`src/rtl/ps2_pkg.sv`:
```
// ps2_pkg: shared constants and types for the PS/2 command scheduler.
//   PS2_ACK / PS2_RESEND / PS2_BAT_OK : device response bytes
//   sched_state_t                     : scheduler FSM states
//   ack_timeout_cycles()              : converts the ACK timeout from us to clk cycles
package ps2_pkg;

  localparam logic [7:0] PS2_ACK    = 8'hFA;
  localparam logic [7:0] PS2_RESEND = 8'hFE;
  localparam logic [7:0] PS2_BAT_OK = 8'hAA;

  typedef enum logic [1:0] {
    IDLE,
    ISSUE,
    WAIT_ACK
  } sched_state_t;

  function automatic int ack_timeout_cycles(input int timeout_us, input int clk_per_ns);
    return (timeout_us * 1000) / clk_per_ns;
  endfunction

endpackage

```
`src/rtl/ps2_cmd_sched_if.sv`:
```
// ps2_cmd_sched_if: bundles the requester, host-controller tx/rx and key-consumer
// channels of the PS/2 command scheduler.
//   slave  : scheduler side (drives req_ready/done/err, tx_*, rx_ready, key_*)
//   master : environment side (requesters, host controller, key consumer)
//   req_valid/req_data/req_ready : command request handshake, one lane per requester
//   req_done/req_err             : 1-cycle completion pulses per requester
//   tx_valid/tx_data/tx_ready    : byte towards the host controller
//   rx_valid/rx_data/rx_user/rx_ready : byte from the host controller (rx_user = parity error)
//   key_valid/key_data/key_user/key_ready : forwarded scan codes
interface ps2_cmd_sched_if;

  logic [1:0]      req_valid;
  logic [1:0][7:0] req_data;
  logic [1:0]      req_ready;
  logic [1:0]      req_done;
  logic [1:0]      req_err;

  logic            tx_valid;
  logic [7:0]      tx_data;
  logic            tx_ready;

  logic [7:0]      rx_data;
  logic            rx_user;
  logic            rx_valid;
  logic            rx_ready;

  logic [7:0]      key_data;
  logic            key_user;
  logic            key_valid;
  logic            key_ready;

  modport slave (
    input  req_valid, req_data, tx_ready, rx_data, rx_user, rx_valid, key_ready,
    output req_ready, req_done, req_err, tx_valid, tx_data, rx_ready,
           key_data, key_user, key_valid
  );

  modport master (
    output req_valid, req_data, tx_ready, rx_data, rx_user, rx_valid, key_ready,
    input  req_ready, req_done, req_err, tx_valid, tx_data, rx_ready,
           key_data, key_user, key_valid
  );

endinterface

```
`src/rtl/ps2_rr_arbiter.sv`:
```
// ps2_rr_arbiter: 2-way round-robin grant.
//   clk, reset : system clock, synchronous active-high reset
//   en         : arbitration allowed this cycle
//   req        : request per requester
//   grant      : one-hot grant (zero when !en or no request)
//   grant_idx  : index of the granted requester
// A grant is always accepted in the same cycle (grant doubles as ready), so the
// pointer moves to favour the other requester whenever any grant is issued.
module ps2_rr_arbiter (
  input  logic       clk,
  input  logic       reset,
  input  logic       en,
  input  logic [1:0] req,
  output logic [1:0] grant,
  output logic       grant_idx
);

  logic ptr_q;

  always_comb begin
    grant = 2'b00;
    if (en) begin
      if (!ptr_q) begin
        grant[0] = req[0];
        grant[1] = req[1] && !req[0];
      end else begin
        grant[1] = req[1];
        grant[0] = req[0] && !req[1];
      end
    end
  end

  assign grant_idx = grant[1];

  always_ff @(posedge clk) begin
    if (reset) begin
      ptr_q <= 1'b0;
    end else if (|grant) begin
      ptr_q <= ~grant_idx;
    end
  end

endmodule

```
`src/rtl/ps2_cmd_sched.sv`:
```
// ps2_cmd_sched: sequences host->device commands from two requesters onto one
// PS/2 host-controller tx channel, waits for the device ACK with a timeout, and
// forwards every other received byte to the key consumer.
//   clk   : system clock
//   reset : synchronous, active-high reset
//   bus   : ps2_cmd_sched_if.slave (request, tx, rx and key channels)
// Parameters: CLK_PER (ns), ACK_TIMEOUT_US (us), MAX_RETRY (resends per command).
// Build option: PS2_CMD_RETRY_EN -- when defined, a RESEND re-issues the same
// byte up to MAX_RETRY times; otherwise a RESEND fails the command at once.
//
// state    | meaning
// IDLE     | no command in flight, arbitrating requesters
// ISSUE    | presenting the captured byte on tx
// WAIT_ACK | byte sent, waiting for ACK/RESEND/parity error or timeout
module ps2_cmd_sched
  import ps2_pkg::*;
#(
  parameter int CLK_PER        = 10,
  parameter int ACK_TIMEOUT_US = 20000,
  parameter int MAX_RETRY      = 3
) (
  input logic            clk,
  input logic            reset,
  ps2_cmd_sched_if.slave bus
);

  localparam int                TO_CYC  = ack_timeout_cycles(ACK_TIMEOUT_US, CLK_PER);
  localparam int                CNT_W   = $clog2(TO_CYC) + 1;
  localparam logic [CNT_W-1:0]  CNT_TO  = CNT_W'(TO_CYC);
  localparam logic [CNT_W-1:0]  CNT_MAX = '1;

  sched_state_t     state_q, state_d;
  logic [CNT_W-1:0] cnt_q, cnt_d;
  logic [7:0]       byte_q, byte_d;
  logic             owner_q, owner_d;
  logic [1:0]       done_q, done_d;
  logic [1:0]       err_q, err_d;

  logic             key_valid_q;
  logic [7:0]       key_data_q;
  logic             key_user_q;

  logic [1:0]       grant;
  logic             grant_idx;
  logic             rsp_byte;
  logic             rsp_hit;
  logic             key_load;

`ifdef PS2_CMD_RETRY_EN
  localparam int RETRY_W = (MAX_RETRY < 1) ? 1 : $clog2(MAX_RETRY + 1);
  logic [RETRY_W-1:0] retry_q, retry_d;
`else
  logic unused_max_retry;
  assign unused_max_retry = (MAX_RETRY != 0);
`endif

  ps2_rr_arbiter u_arb (
    .clk       (clk),
    .reset     (reset),
    .en        ((state_q == IDLE) && !reset),
    .req       (bus.req_valid),
    .grant     (grant),
    .grant_idx (grant_idx)
  );

  // Only while a command waits are ACK/RESEND/parity-error bytes taken as its
  // response; in any other state they are ordinary traffic for the key path.
  assign rsp_byte = (state_q == WAIT_ACK) &&
                    (bus.rx_user || (bus.rx_data == PS2_ACK) || (bus.rx_data == PS2_RESEND));
  assign rsp_hit  = rsp_byte && bus.rx_valid;
  assign key_load = bus.rx_valid && !rsp_byte && (!key_valid_q || bus.key_ready);

  always_comb begin
    state_d = state_q;
    cnt_d   = cnt_q;
    byte_d  = byte_q;
    owner_d = owner_q;
    done_d  = 2'b00;
    err_d   = 2'b00;
`ifdef PS2_CMD_RETRY_EN
    retry_d = retry_q;
`endif
    case (state_q)
      IDLE: begin
        if (|grant) begin
          byte_d  = bus.req_data[grant_idx];
          owner_d = grant_idx;
          state_d = ISSUE;
`ifdef PS2_CMD_RETRY_EN
          retry_d = '0;
`endif
        end
      end
      ISSUE: begin
        if (bus.tx_ready) begin
          state_d = WAIT_ACK;
          cnt_d   = '0;
        end
      end
      WAIT_ACK: begin
        if (cnt_q != CNT_MAX) begin
          cnt_d = cnt_q + 1'b1;
        end
        // A response in the expiry cycle takes precedence over the timeout.
        if (rsp_hit) begin
          if (bus.rx_user) begin
            err_d[owner_q] = 1'b1;
            state_d        = IDLE;
          end else if (bus.rx_data == PS2_ACK) begin
            done_d[owner_q] = 1'b1;
            state_d         = IDLE;
          end else begin
`ifdef PS2_CMD_RETRY_EN
            if (retry_q == RETRY_W'(MAX_RETRY)) begin
              err_d[owner_q] = 1'b1;
              state_d        = IDLE;
            end else begin
              retry_d = retry_q + 1'b1;
              cnt_d   = '0;
              state_d = ISSUE;
            end
`else
            err_d[owner_q] = 1'b1;
            state_d        = IDLE;
`endif
          end
        end else if (cnt_q == CNT_TO) begin
          err_d[owner_q] = 1'b1;
          state_d        = IDLE;
        end
      end
      default: state_d = IDLE;
    endcase
  end

  always_ff @(posedge clk) begin
    if (reset) begin
      state_q <= IDLE;
      cnt_q   <= '0;
      byte_q  <= '0;
      owner_q <= 1'b0;
      done_q  <= 2'b00;
      err_q   <= 2'b00;
`ifdef PS2_CMD_RETRY_EN
      retry_q <= '0;
`endif
    end else begin
      state_q <= state_d;
      cnt_q   <= cnt_d;
      byte_q  <= byte_d;
      owner_q <= owner_d;
      done_q  <= done_d;
      err_q   <= err_d;
`ifdef PS2_CMD_RETRY_EN
      retry_q <= retry_d;
`endif
    end
  end

  always_ff @(posedge clk) begin
    if (reset) begin
      key_valid_q <= 1'b0;
      key_data_q  <= '0;
      key_user_q  <= 1'b0;
    end else if (key_load) begin
      key_valid_q <= 1'b1;
      key_data_q  <= bus.rx_data;
      key_user_q  <= bus.rx_user;
    end else if (bus.key_ready) begin
      key_valid_q <= 1'b0;
    end
  end

  // Combinational outputs are forced low while reset is held.
  assign bus.req_ready = grant;
  assign bus.req_done  = done_q;
  assign bus.req_err   = err_q;
  assign bus.tx_valid  = (state_q == ISSUE) && !reset;
  assign bus.tx_data   = byte_q;
  assign bus.rx_ready  = !reset && (rsp_byte || !key_valid_q || bus.key_ready);
  assign bus.key_valid = key_valid_q;
  assign bus.key_data  = key_data_q;
  assign bus.key_user  = key_user_q;

endmodule

```
`src/flat_wrapper.sv`:
```
// flat-port wrapper written by rule: the top's interface ports become plain ports
module ps2_cmd_sched_flat import ps2_pkg::*;
#(
  parameter int CLK_PER        = 10,
  parameter int ACK_TIMEOUT_US = 20000,
  parameter int MAX_RETRY      = 3
)
  (clk, reset, bus_req_valid, bus_req_data, bus_tx_ready, bus_rx_data, bus_rx_user, bus_rx_valid, bus_key_ready, bus_req_ready, bus_req_done, bus_req_err, bus_tx_valid, bus_tx_data, bus_rx_ready, bus_key_data, bus_key_user, bus_key_valid);
  ps2_cmd_sched_if bus_i ();
  input logic clk;
  input logic reset;
  input wire logic [$bits(bus_i.req_valid)-1:0] bus_req_valid;
  input wire logic [$bits(bus_i.req_data)-1:0] bus_req_data;
  input wire logic [$bits(bus_i.tx_ready)-1:0] bus_tx_ready;
  input wire logic [$bits(bus_i.rx_data)-1:0] bus_rx_data;
  input wire logic [$bits(bus_i.rx_user)-1:0] bus_rx_user;
  input wire logic [$bits(bus_i.rx_valid)-1:0] bus_rx_valid;
  input wire logic [$bits(bus_i.key_ready)-1:0] bus_key_ready;
  output wire logic [$bits(bus_i.req_ready)-1:0] bus_req_ready;
  output wire logic [$bits(bus_i.req_done)-1:0] bus_req_done;
  output wire logic [$bits(bus_i.req_err)-1:0] bus_req_err;
  output wire logic [$bits(bus_i.tx_valid)-1:0] bus_tx_valid;
  output wire logic [$bits(bus_i.tx_data)-1:0] bus_tx_data;
  output wire logic [$bits(bus_i.rx_ready)-1:0] bus_rx_ready;
  output wire logic [$bits(bus_i.key_data)-1:0] bus_key_data;
  output wire logic [$bits(bus_i.key_user)-1:0] bus_key_user;
  output wire logic [$bits(bus_i.key_valid)-1:0] bus_key_valid;
  assign bus_i.req_valid = bus_req_valid;
  assign bus_i.req_data = bus_req_data;
  assign bus_i.tx_ready = bus_tx_ready;
  assign bus_i.rx_data = bus_rx_data;
  assign bus_i.rx_user = bus_rx_user;
  assign bus_i.rx_valid = bus_rx_valid;
  assign bus_i.key_ready = bus_key_ready;
  assign bus_req_ready = bus_i.req_ready;
  assign bus_req_done = bus_i.req_done;
  assign bus_req_err = bus_i.req_err;
  assign bus_tx_valid = bus_i.tx_valid;
  assign bus_tx_data = bus_i.tx_data;
  assign bus_rx_ready = bus_i.rx_ready;
  assign bus_key_data = bus_i.key_data;
  assign bus_key_user = bus_i.key_user;
  assign bus_key_valid = bus_i.key_valid;
  ps2_cmd_sched #(.CLK_PER(CLK_PER), .ACK_TIMEOUT_US(ACK_TIMEOUT_US), .MAX_RETRY(MAX_RETRY)) u_core (.clk(clk), .reset(reset), .bus(bus_i));
endmodule
```
`config.mk`:
```
export PLATFORM = sky130hd
export DESIGN_NAME = ps2_cmd_sched_flat
export DESIGN_NICKNAME = d
export VERILOG_FILES = /design/src/rtl/ps2_pkg.sv /design/src/rtl/ps2_cmd_sched_if.sv /design/src/rtl/ps2_rr_arbiter.sv /design/src/rtl/ps2_cmd_sched.sv /design/src/flat_wrapper.sv
export SDC_FILE = /design/constraint.sdc
export NUM_CORES = 1
export LEC_CHECK = 0
export CORE_MARGIN = 2
export CORE_UTILIZATION = 43
export DETAILED_ROUTE_END_ITERATION = 10
export PLACE_DENSITY = 0.82
export SETUP_SLACK_MARGIN = 0.3
export SYNTH_ARGS = -nofsm -noshare
export SYNTH_HDL_FRONTEND = slang
export SYNTH_SLANG_ARGS = --single-unit
```
`constraint.sdc`:
```
create_clock -name clk -period 5.7 [get_ports clk]
set_clock_uncertainty 0.05 [all_clocks]
set_input_delay 1.14 -clock clk [delete_from_list [all_inputs] [get_ports clk]]
set_output_delay 1.14 -clock clk [all_outputs]
set_load 0.02 [all_outputs]
```
# == Yosys cells after proc, flatten, opt, wreduce, memory -nomap -nowiden ==
# Index checks and enable logic that the tools add are counted.
# classes
n_addsub,1
n_mul,0
n_div,0
order_cmp,3
n_eq_ne,10
n_shift,0
mux,20
bitwise,4
n_reduce_logical,29
# op_table
cell,n
22-bit two-way mux,2
22-bit one-hot mux with 2 select lines,1
"22-bit by 1-bit adder with 22-bit output, second input constant",1
"22-bit by 21-bit equality test with 1-bit output, second input constant",1
"22-bit != test, second input constant",1
2-bit two-way mux,10
"8-bit equality test, second input constant",2
8-bit two-way mux,2
1-bit logical AND,10
"2-bit != test, second input constant",3
2-bit one-hot mux with 3 select lines,1
3-bit AND reduction,2
1-bit logical NOT,5
1-bit logical OR,5
5-bit OR reduction,1
"1-bit by 2-bit less-than comparator with 1-bit output, second input constant",2
1-bit inverter,4
2-bit nonzero test,2
2-bit OR reduction,2
1-bit two-way mux,3
"3-bit by 2-bit != test with 1-bit output, second input constant",1
"2-bit by 1-bit equality test with 1-bit output, second input constant",1
"2-bit equality test, second input constant",1
2-bit logical NOT,1
other kinds (3),3
# word_totals
register_bits,48
latch_bits,0
ram_bits,0
rom_bits,0
inputBits,32
output_inout_bits,26
mem_count,0

# == Depth between registers and ports, before layout ==
# Gate-level depths: netlist of the first run.
# logic_depth
ltp_word,8
ltp_mapped,8
depth_no_buf,6

# == Hierarchy ==
# A second synthesis of the first run with hierarchy kept.
# hier_totals
hier_cells,274
area_unflattened_um2,2283.4
# modules_own_cells
module,n_inst,cells_each,area_per_inst_um2,seq_area_each_um2
ps2_cmd_sched,1,265,2220.9,940.9
ps2_rr_arbiter,1,9,62.6,20.0

# == Least setup slack after synthesis of the first run ==
# No wires, ideal clock.
# synth_path
path_kind,input-to-output
from,input port reset
to,output port bus_req_ready[0]
t_arrival_ps,2056
required_ps,4510
setup_slack_ps,2454
stages,4
path_buffers,2
path_cell_list,clkbuf_1 -> nor3_1 -> and3_1 -> clkbuf_1
# synth_between
elab_chain_cells,3
# synth_lines
element,line,source
from (decl),flat_wrapper.sv:11,input logic reset;
1-bit logical NOT,ps2_cmd_sched.sv:60,".en ((state_q == IDLE) && !reset),"
1-bit logical AND,ps2_cmd_sched.sv:60,
2-bit two-way mux,ps2_rr_arbiter.sv:22,if (en) begin
to (decl),flat_wrapper.sv:19,output wire logic [$bits(bus_i.req_ready)-1:0] bus_req_ready;
# No other way between the ends.

# == Worst setup path after layout of the first run ==
# layout_path
from,input port bus_rx_data[0]
to,output port bus_rx_ready
# layout_between
elab_chain_cells,7
word_cells_on_any_way,8
classes_between,eq/ne: 2; reduce/logical: 6
# layout_lines
element,line,source
from (decl),flat_wrapper.sv:15,input wire logic [$bits(bus_i.rx_data)-1:0] bus_rx_data;
8-bit equality test,ps2_cmd_sched.sv:69,(bus.rx_user || (bus.rx_data == PS2_ACK) || (bus.rx_data == PS2_RESEND));
1-bit logical OR,ps2_cmd_sched.sv:69,
1-bit logical OR *,ps2_cmd_sched.sv:69,
1-bit logical AND *,ps2_cmd_sched.sv:68,assign rsp_byte = (state_q == WAIT_ACK) &&
1-bit logical OR * (2 in series),ps2_cmd_sched.sv:180,assign bus.rx_ready = !reset && (rsp_byte || !key_valid_q || bus.key_ready);
1-bit logical AND *,ps2_cmd_sched.sv:180,
to (decl),flat_wrapper.sv:24,output wire logic [$bits(bus_i.rx_ready)-1:0] bus_rx_ready;
# Mark *: on every way between the ends. The rest lies on a longest branch, timed or not.

==> out/metrics.csv, run 1 <==
metric,value,unit
"Power, Total",0.7157,mW
Worst R2R Path Depth,4,
Die Footprint,6084,sq um
Synth area leaders,"dfxtp_1 (41%), nand2_1 (5.4%), mux2i_1 (5.1%)",
clk_lat worst skew,0.30,ns
fillers,472,
Post-synth EDFFs,0,
WS Path Type,in2out,
register area,960.9,sq um
max-cap violation count,0,
Global Route Usage Sum,19.92,%
initial core utilization,45.24,%
CTS H-tree depth,2,
Via density,5.578,
run status,"finished, final reports clean",
crit share post-route,72.50,%
routability cong.,0.8304,
Reg2Reg Capture Point,u_core.cnt_q[14],
total grt overflow,0,
Die X,78,um
WHS Path Cells,1,
Total Wirelength,5.715,mm
Rel. slew slack,30.41,%
Hold Path Class,reg2reg,
Worst Setup End Kind,output pin,
number of global-route vias before repair,2070,
layout cells sized above 1,9.509,%
Syn-to-layout area delta,30.23,%
Final Max Slew Viols,0,
CTS tree,done,
Hold Buf Count CTS,0,
post-synthesis cell type count,56,
TritonCTS buffer count,5,
CP Cell Sequence,"clkdlybuf4s50_1, nand4b_1, o21bai_1, a21oi_1, nor2_1, clkdlybuf4s50_1",
cell with the most instances after synthesis,dfxtp_1,
# nets final,359,
DR WL/cell,14.43,um
pwr dens,233.4,nW/um^2
post-synth design cell area,2355,sq um
CTS root buf,clkbuf_8,
Clock Path Buffers,2,
largest net degree at the start of global routing,34,
# IOs,58,
CP startpoint kind,primary input,
multi-input combinational cell area,1303,sq um
crit-path max FO,3,
sink of the worst hold path,u_core.bus.req_done[0],
Synth top area share,40.81,%
R2R Setup Slk,3.50,ns
CP required,4.51,ns
vias after detailed routing,2209,
initial antenna violation count,0,
post-route antenna net violation count,0,
Setup TNS,0,ns
top post-synthesis cells by count,"dfxtp_1 (48), nand2_1 (34), nor2_1 (22)",
first-pass GRT wire length,9.936,mm
CTS resizes,0,
Cells after Synth,272,
crit path time final,4.133,ns
hold path startpoint,u_core.owner_q,
peak supply drop,0.1501,mV
final hold vios,0,
Lkg Pwr,1.121,nW
sequential area share after synthesis,40.81,%
CP top delay family,buffers and inverters,
yosys warns,0,
clk sinks,48,
Post-route DRC,0,
Synth area leader,dfxtp_1,
final antenna diode count,0,
IO buf count,57,
"FFs w/ async S/R, synth",0,%
die span in y,78,um
Post-CTS Setup Inserts,0,
Core Region,5205,sq um
"Net Count, Synth",306,
CP bufs+invs,2,
ys flop type,dfxtp_1,
hpwl dp,4.165,mm
Worst EP arrival,2.94,ns
"Reg clk slew, reported paths",0.08,ns
initial DRC count,107,
CP max stage delay,0.62,ns
Worst-Margin Slew,1.040,ns
CP most frequent cell,clkdlybuf4s50_1,
setup violators final,0,
syn avg cell area,8.657,sq um
reg2reg start,u_core.state_q[1],
FP Rows,26,
Critical-path top delay cell,clkdlybuf4s50_1,
Yosys reg bits,48,
Pre-antenna DRT Iters,4,
unrepaired setup endpoints after global routing,false,
Max Fclk,0.2420,GHz
layer usage:
| metal | up-vias | global-route usage, % | routed length (um) | part of all wire (%) |
|---|---|---|---|---|
| li1 | 1104 | - | - | - |
| met1 | 1041 | 27.66 | 2724 | 48 |
| met2 | 59 | 31.72 | 2619 | 46 |
| met3 | 5 | 4.302 | 328 | 5.7 |
| met4 | 0 | 4.561 | 44 | 0.77 |
| met5 | - | 0 | 0 | 0 |
layout by cell type, fill, tap and decap left out, types with 3 or more instances in the layout:
master and instances:
a21oi_1 17, a21oi_2 5, a22oi_1 9, a31oi_1 10, and2_1 4, and3_1 3
clkbuf_8 5, clkdlybuf4s50_1 57, dfxtp_1 48, inv_1 5, mux2i_1 12, nand2_1 34
nand2b_1 3, nand3_1 20, nand4_1 4, nor2_1 22, nor3_1 8, nor4_1 4
o21ai_0 7
worst max path at each step:
stage | from | cells after the start | slack [ns] | end
after CTS | bus_rx_data[0] | 6 | 1.56 | bus_rx_ready
after global placement | reset | 4 | 1.62 | bus_req_ready[0]
final | bus_rx_data[0] | 6 | 1.57 | bus_rx_ready
after floorplan | reset | 4 | 2.45 | bus_req_ready[0]
after global routing | bus_rx_data[0] | 6 | 1.41 | bus_rx_ready
after detailed placement | bus_rx_data[0] | 6 | 1.58 | bus_rx_ready
layout make-up:
cell class	instances	area share, %
Timing Repair Buffer	59	19.09
Clock inverter	2	1.142
Inverter	6	0.7344
Multi-Input combinational cell	205	42.47
Tap cell	70	2.856
Sequential cell	48	31.33
Clock buffer	6	2.366
sequential cells by signal, summed over array words and instances (netlist names):
signal and flops:
u_core.bus.tx_data 8, u_core.bus.key_data 8, u_core.owner_q 1, u_core.bus.req_done 2
u_core.bus.key_user 1, u_core.u_arb.ptr_q 1, u_core.bus.key_valid 1, u_core.bus.req_err 2
u_core.cnt_q 22, u_core.state_q 2
power breakdown:
| part | switching, mW | leakage [nW] | internal [mW] |
|---|---|---|---|
| Combinational | 0.0614 | 0.675 | 0.0586 |
| Clock | 0.110 | 0.0552 | 0.130 |
| Sequential | 0.00789 | 0.390 | 0.348 |
| Total | 0.179 | 1.12 | 0.537 |
cells by family (layout without fill, tap and decap cells):
logic type	count (synthesis)	count (layout)	synth area share, %
buf+inv	19	73	3.878
fa+ha+maj	2	2	1.063
mux	14	14	6.217
flops	48	48	40.81
xor+xnor	2	2	0.7440
simple gates	118	118	26.20
compound gates	69	69	21.09
metrics by stage:
step / worst slack [ns] / utilization, % / area [sq um] / std cells / hold slack [ns]
global route: 1.409 / 58.92 / 3067 / 396 / 0.4173
global placement: 1.618 / 56.85 / 2959 / 388 / 0.3849
detailed placement: 1.582 / 56.85 / 2959 / 388 / 0.3863
finish: 1.567 / 58.92 / 3067 / 396 / 0.3983
CTS: 1.565 / 58.92 / 3067 / 396 / 0.4058
floorplan: 2.454 / - / 2355 / 272 / 0.3635
Note: power is estimated with default switching activity, not from simulation.
==> inputs of run 2 (changes only) <==
Clock period 5.7 ns to 4.05 ns, I/O delays scaled along.
==> run 2 against run 1 <==
Utilization grew 0.65 points. Clock-buffer cell count increased by 1. Cell count rose by 0.51%. Sequential share of layout area fell by 0.34 points. Clock power is 55% higher. Global-route usage is 0.078 points lower. Non-clock buffer count is 2 higher. Wire length increased by 2.1%. Cell area increased by 1.1%. Register-to-register slack worse by 1.6 ns. Critical path depth unchanged. Via count up 2.4%. Critical path type unchanged. Largest power group unchanged. Highest routed layer unchanged.
==> out/metrics.csv, run 2 (synthesis gave the netlist of run 1 again) <==
metric,value,unit
Lkg Pwr,1.141,nW
WS Path Type,in2out,
max-cap violation count,0,
Global Route Usage Sum,19.84,%
unrepaired setup endpoints after global routing,false,
setup violators final,0,
multi-input combinational cell area,1303,sq um
TritonCTS buffer count,5,
Hold Path Class,reg2reg,
DR WL/cell,14.66,um
initial antenna violation count,0,
largest net degree at the start of global routing,34,
Die X,78,um
Core Region,5205,sq um
final setup margin,0.6100,ns
max reg flops,22,
CP required,3.19,ns
layout cells sized above 1,10.37,%
FP Rows,26,
run status,"finished, final reports clean",
first-pass GRT wire length,9.722,mm
Post-route DRC,0,
CTS resizes,0,
R2R Setup Slk,1.86,ns
Rel. slew slack,59.97,%
Final Max Slew Viols,0,
Worst-Margin Slew,0.6004,ns
clk sinks,48,
Setup TNS,0,ns
die span in y,78,um
vias after detailed routing,2263,
# IOs,58,
"Reg clk slew, reported paths",0.08,ns
register area,960.9,sq um
Worst EP arrival,2.58,ns
Syn-to-layout area delta,31.67,%
# nets final,361,
number of global-route vias before repair,2067,
"Most flops, register",u_core.cnt_q,
total grt overflow,0,
"worst slack, placed",0.6095,ns
Hold Buf Count CTS,0,
pwr dens,336.6,nW/um^2
crit path time final,3.440,ns
IO buf count,57,
most frequent cells in the layout,"clkdlybuf4s50_1 (57), dfxtp_1 (48), nand2_1 (34)",
initial DRC count,96,
fillers,453,
post-route antenna net violation count,0,
Total Wirelength,5.835,mm
CTS root buf,clkbuf_8,
Post-CTS Setup Inserts,0,
clk_lat worst skew,0.30,ns
CTS tree,done,
Max Fclk,0.2907,GHz
Worst Setup End Kind,output pin,
final hold vios,0,
final antenna diode count,0,
hpwl dp,4.223,mm
peak supply drop,0.1983,mV
Via density,5.686,
routability cong.,0.8456,
crit-path max FO,3,
initial core utilization,45.24,%
Die Footprint,6084,sq um
crit share post-route,84.94,%
Clock Path Buffers,2,
CTS H-tree depth,2,
CP startpoint kind,primary input,
"most common cell after layout, fill and taps aside",clkdlybuf4s50_1,
Pre-antenna DRT Iters,4,
run 2: where the power goes:
group	switching, mW	leakage, nW	internal (mW)	total [mW]
Sequential	0.0120	0.390	0.489	0.501
Combinational	0.0875	0.686	0.0837	0.171
Clock	0.153	0.0645	0.218	0.371
Total	0.253	1.14	0.791	1.04
run 2: critical path: stages:
cell and delay, ns:
clkdlybuf4s50_1 0.48, nand4b_1 0.17, o21bai_1 0.30, a21oi_1 0.12
nor2_1 0.10, clkdlybuf4s50_1 0.61
run 2: area by class of cell:
cell class	instances	area share, %
Sequential cell	48	30.99
Clock buffer	7	3.107
Tap cell	70	2.825
Timing Repair Buffer	61	19.37
Multi-Input combinational cell	205	42.01
Clock inverter	1	0.9685
Inverter	6	0.7264
run 2: per-stage QoR:
stage	std cells	utilization, %	hold WS, ns	power [mW]	cell area, sq um
detailed placement	390	57.14	0.3874	0.6830	2974
global route	398	59.57	0.4289	1.098	3100
finish	398	59.57	0.3920	1.044	3100
CTS	398	59.57	0.4003	1.054	3100
floorplan	272	-	0.3635	0.6032	2355
global placement	390	57.14	0.3811	0.6802	2974
run 2: worst paths after layout:
path / to / depth (start not counted) / startpoint
max: bus_rx_ready / 6 / bus_rx_data[6]
min: u_core.bus.req_done[0] / 1 / u_core.owner_q
max reg2reg: u_core.cnt_q[0] / 6 / u_core.cnt_q[1]
min reg2reg: u_core.bus.req_done[0] / 1 / u_core.owner_q
run 2: routing by layer:
| layer | up-vias | global-route usage [%] | share of wire [%] |
|---|---|---|---|
| li1 | 1110 | - | - |
| met1 | 1081 | 25.47 | 46 |
| met2 | 67 | 32.67 | 47 |
| met3 | 5 | 5.930 | 6.9 |
| met4 | 0 | 4.912 | 0.53 |
| met5 | - | 0 | 0 |
==> inputs of run 3 (changes only) <==
Settings changed: PLACE_DENSITY 0.82 to 0.85.
Clock period 4.05 ns to 2.85 ns, I/O delays scaled along.
==> run 3 against run 2 <==
Register-to-register slack got worse by 1.2 ns. Non-clock buffer count increased by 9. Worst hold slack improved by 0.015 ns. First-iteration DRC count increased by 49%. Power increased by 39%. Critical path type unchanged. Critical endpoint unchanged. Largest power group unchanged.
==> out/metrics.csv, run 3 (synthesis gave the netlist of run 1 again) <==
metric,value,unit
run status,"finished, final reports clean",
Worst Setup End Kind,output pin,
Global Route Usage Sum,20.25,%
# nets final,370,
CTS tree,done,
Critical Path Start,bus_rx_data[5],
max reg flops,22,
Pre-antenna DRT Iters,5,
Highest Signal Layer,met4,
routability cong.,0.7960,
Worst R2R Path Depth,6,
Worst-Margin Slew,0.5936,ns
internal power,1.078,mW
sequential share of power,49.2,%
WL met3,407,um
R2R Setup Slk,0.69,ns
peak supply drop,0.2375,mV
DR WL/cell,14.99,um
clk sinks,48,
Clock Path Buffers,2,
Max Fclk,0.4114,GHz
IO buf count,57,
placed cells,398,
CP startpoint kind,primary input,
"most common cell after layout, fill and taps aside",clkdlybuf4s50_1,
total grt overflow,0,
Hold Path Class,reg2reg,
die span in y,78,um
Worst EP arrival,1.81,ns
CTS root buf,clkbuf_8,
CP required,2.23,ns
setup violators final,0,
Switching Fraction,25.43,%
CP Depth,6,
first-pass GRT wire length,10.06,mm
CP max stage delay,0.49,ns
Die Footprint,6084,sq um
Reg2Reg Capture Point,u_core.cnt_q[0],
FP Rows,26,
final instance area,3144,sq um
Setup crit end,bus_rx_ready,
most frequent cells in the layout,"clkdlybuf4s50_1 (53), dfxtp_1 (48), nand2_1 (34)",
crit path time final,2.431,ns
Syn-to-layout area delta,33.53,%
Post-route DRC,0,
area of placed instances,3034,sq um
reg2reg start,u_core.cnt_q[1],
metal2 WL,2.948,mm
# IOs,58,
Rel. slew slack,60.43,%
M1 WL,2.666,mm
"Reg clk slew, reported paths",0.08,ns
vias after detailed routing,2339,
Final Max Slew Viols,0,
CP top delay family,buffers and inverters,
TritonCTS buffer count,5,
Final Instance Count excl. Fillers,407,
Total Wirelength,6.101,mm
initial DRC count,143,
Via density,5.747,
unrepaired setup endpoints after global routing,false,
clock network power share,33.3,%
initial core utilization,45.24,%
Hold Buf Count CTS,0,
crit-path max FO,2,
layout cells sized above 1,13.06,%
crit share post-route,85.29,%
largest net degree at the start of global routing,25,
initial antenna violation count,0,
clk_lat worst skew,0.30,ns
Core Region,5205,sq um
max-cap violation count,0,
final antenna diode count,0,
Lkg Pwr,1.186,nW
hpwl dp,4.510,mm
final hold vios,0,
Logic pwr share,17.4,%
CP Cell Sequence,"clkdlybuf4s50_1, nand4b_1, o21bai_1, a21oi_1, nor2_1, clkbuf_2",
pwr dens,459.8,nW/um^2
switching power,0.3676,mW
CTS H-tree depth,2,
post-route antenna net violation count,0,
Critical-path top delay cell,clkdlybuf4s50_1,
WS Path Type,in2out,
number of global-route vias before repair,2156,
Die X,78,um
"Most flops, register",u_core.cnt_q,
CP bufs+invs,2,
-- run 3: cell count changes in the layout (fill, tap and decap cells not counted), sizes merged --
cell,delta
clkdlybuf4s50,-4
dlygate4sd2,+3
clkinv,+1
clkinvlp,+1
clkbuf,-1
buf,+9
-- run 3: area by class of cell --
| type | count | area, sq um |
|---|---|---|
| clock buffer | 5 | 68.82 |
| clock inverter | 3 | 42.54 |
| timing repair buffer | 70 | 659.4 |
| multi-input combinational | 205 | 1303 |
| sequential | 48 | 960.9 |
| inverter | 6 | 22.52 |
| fill | 458 | 2061 |
| tap | 70 | 87.58 |
-- run 3: metrics by stage --
step / util [%] / hold slack (ns) / setup slack [ns] / TNS [ns] / total power, mW
floorplan: - / 0.3635 / 0.7441 / 0 / 0.8572
global placement: 58.29 / 0.3801 / 0.08903 / 0 / 0.9743
detailed placement: 58.29 / 0.3851 / -0.01302 / -0.01302 / 0.9813
CTS: 60.34 / 0.4063 / 0.2576 / 0 / 1.457
global route: 60.41 / 0.4302 / 0.3406 / 0 / 1.511
finish: 60.41 / 0.4071 / 0.4193 / 0 / 1.446
-- run 3: metal layers --
layer,GRT usage [%],vias to the layer above
li1,-,1133
met1,26.64,1111
met2,33.19,86
met3,4.419,9
met4,6.140,0
met5,0,-
-- run 3: worst min path at each step --
| stage | startpoint | endpoint | cells past startpoint |
|---|---|---|---|
| 2_1_floorplan | u_core.owner_q | u_core.bus.req_done[0] | 1 |
| 3_3_place_gp | u_core.owner_q | u_core.bus.req_done[0] | 1 |
| 3_5_place_dp | u_core.owner_q | u_core.bus.req_done[0] | 1 |
| 4_1_cts | u_core.owner_q | u_core.bus.req_done[0] | 1 |
| 5_1_grt | u_core.owner_q | u_core.bus.req_done[0] | 1 |
| 6_report | u_core.bus.tx_data[7] | u_core.bus.tx_data[7] | 2 |
-- run 3: worst register-to-register path: stages, from the launching register on --
cell	delay, ns
dfxtp_1	0.38
ha_1	0.22
and4_4	0.27
and3_1	0.45
nand3_1	0.25
a21oi_2	0.29
mux2_2	0.19
-- run 3: power by group through the flow --
stage                     logic [mW]  clock network [mW]  registers (mW)
after floorplan                0.110                   0           0.747
after global placement         0.248                   0           0.726
after detailed placement       0.254                   0           0.728
after CTS                      0.251               0.493           0.712
after global routing           0.271               0.524           0.716
final                          0.252               0.482           0.712
-- run 3: timing repair --
action / in CTS / in global routing
pin swaps: 0 / 1
resized for setup: 4 / 2
setup buffers: 0 / 1
setup endpoints to repair: 4 / 1
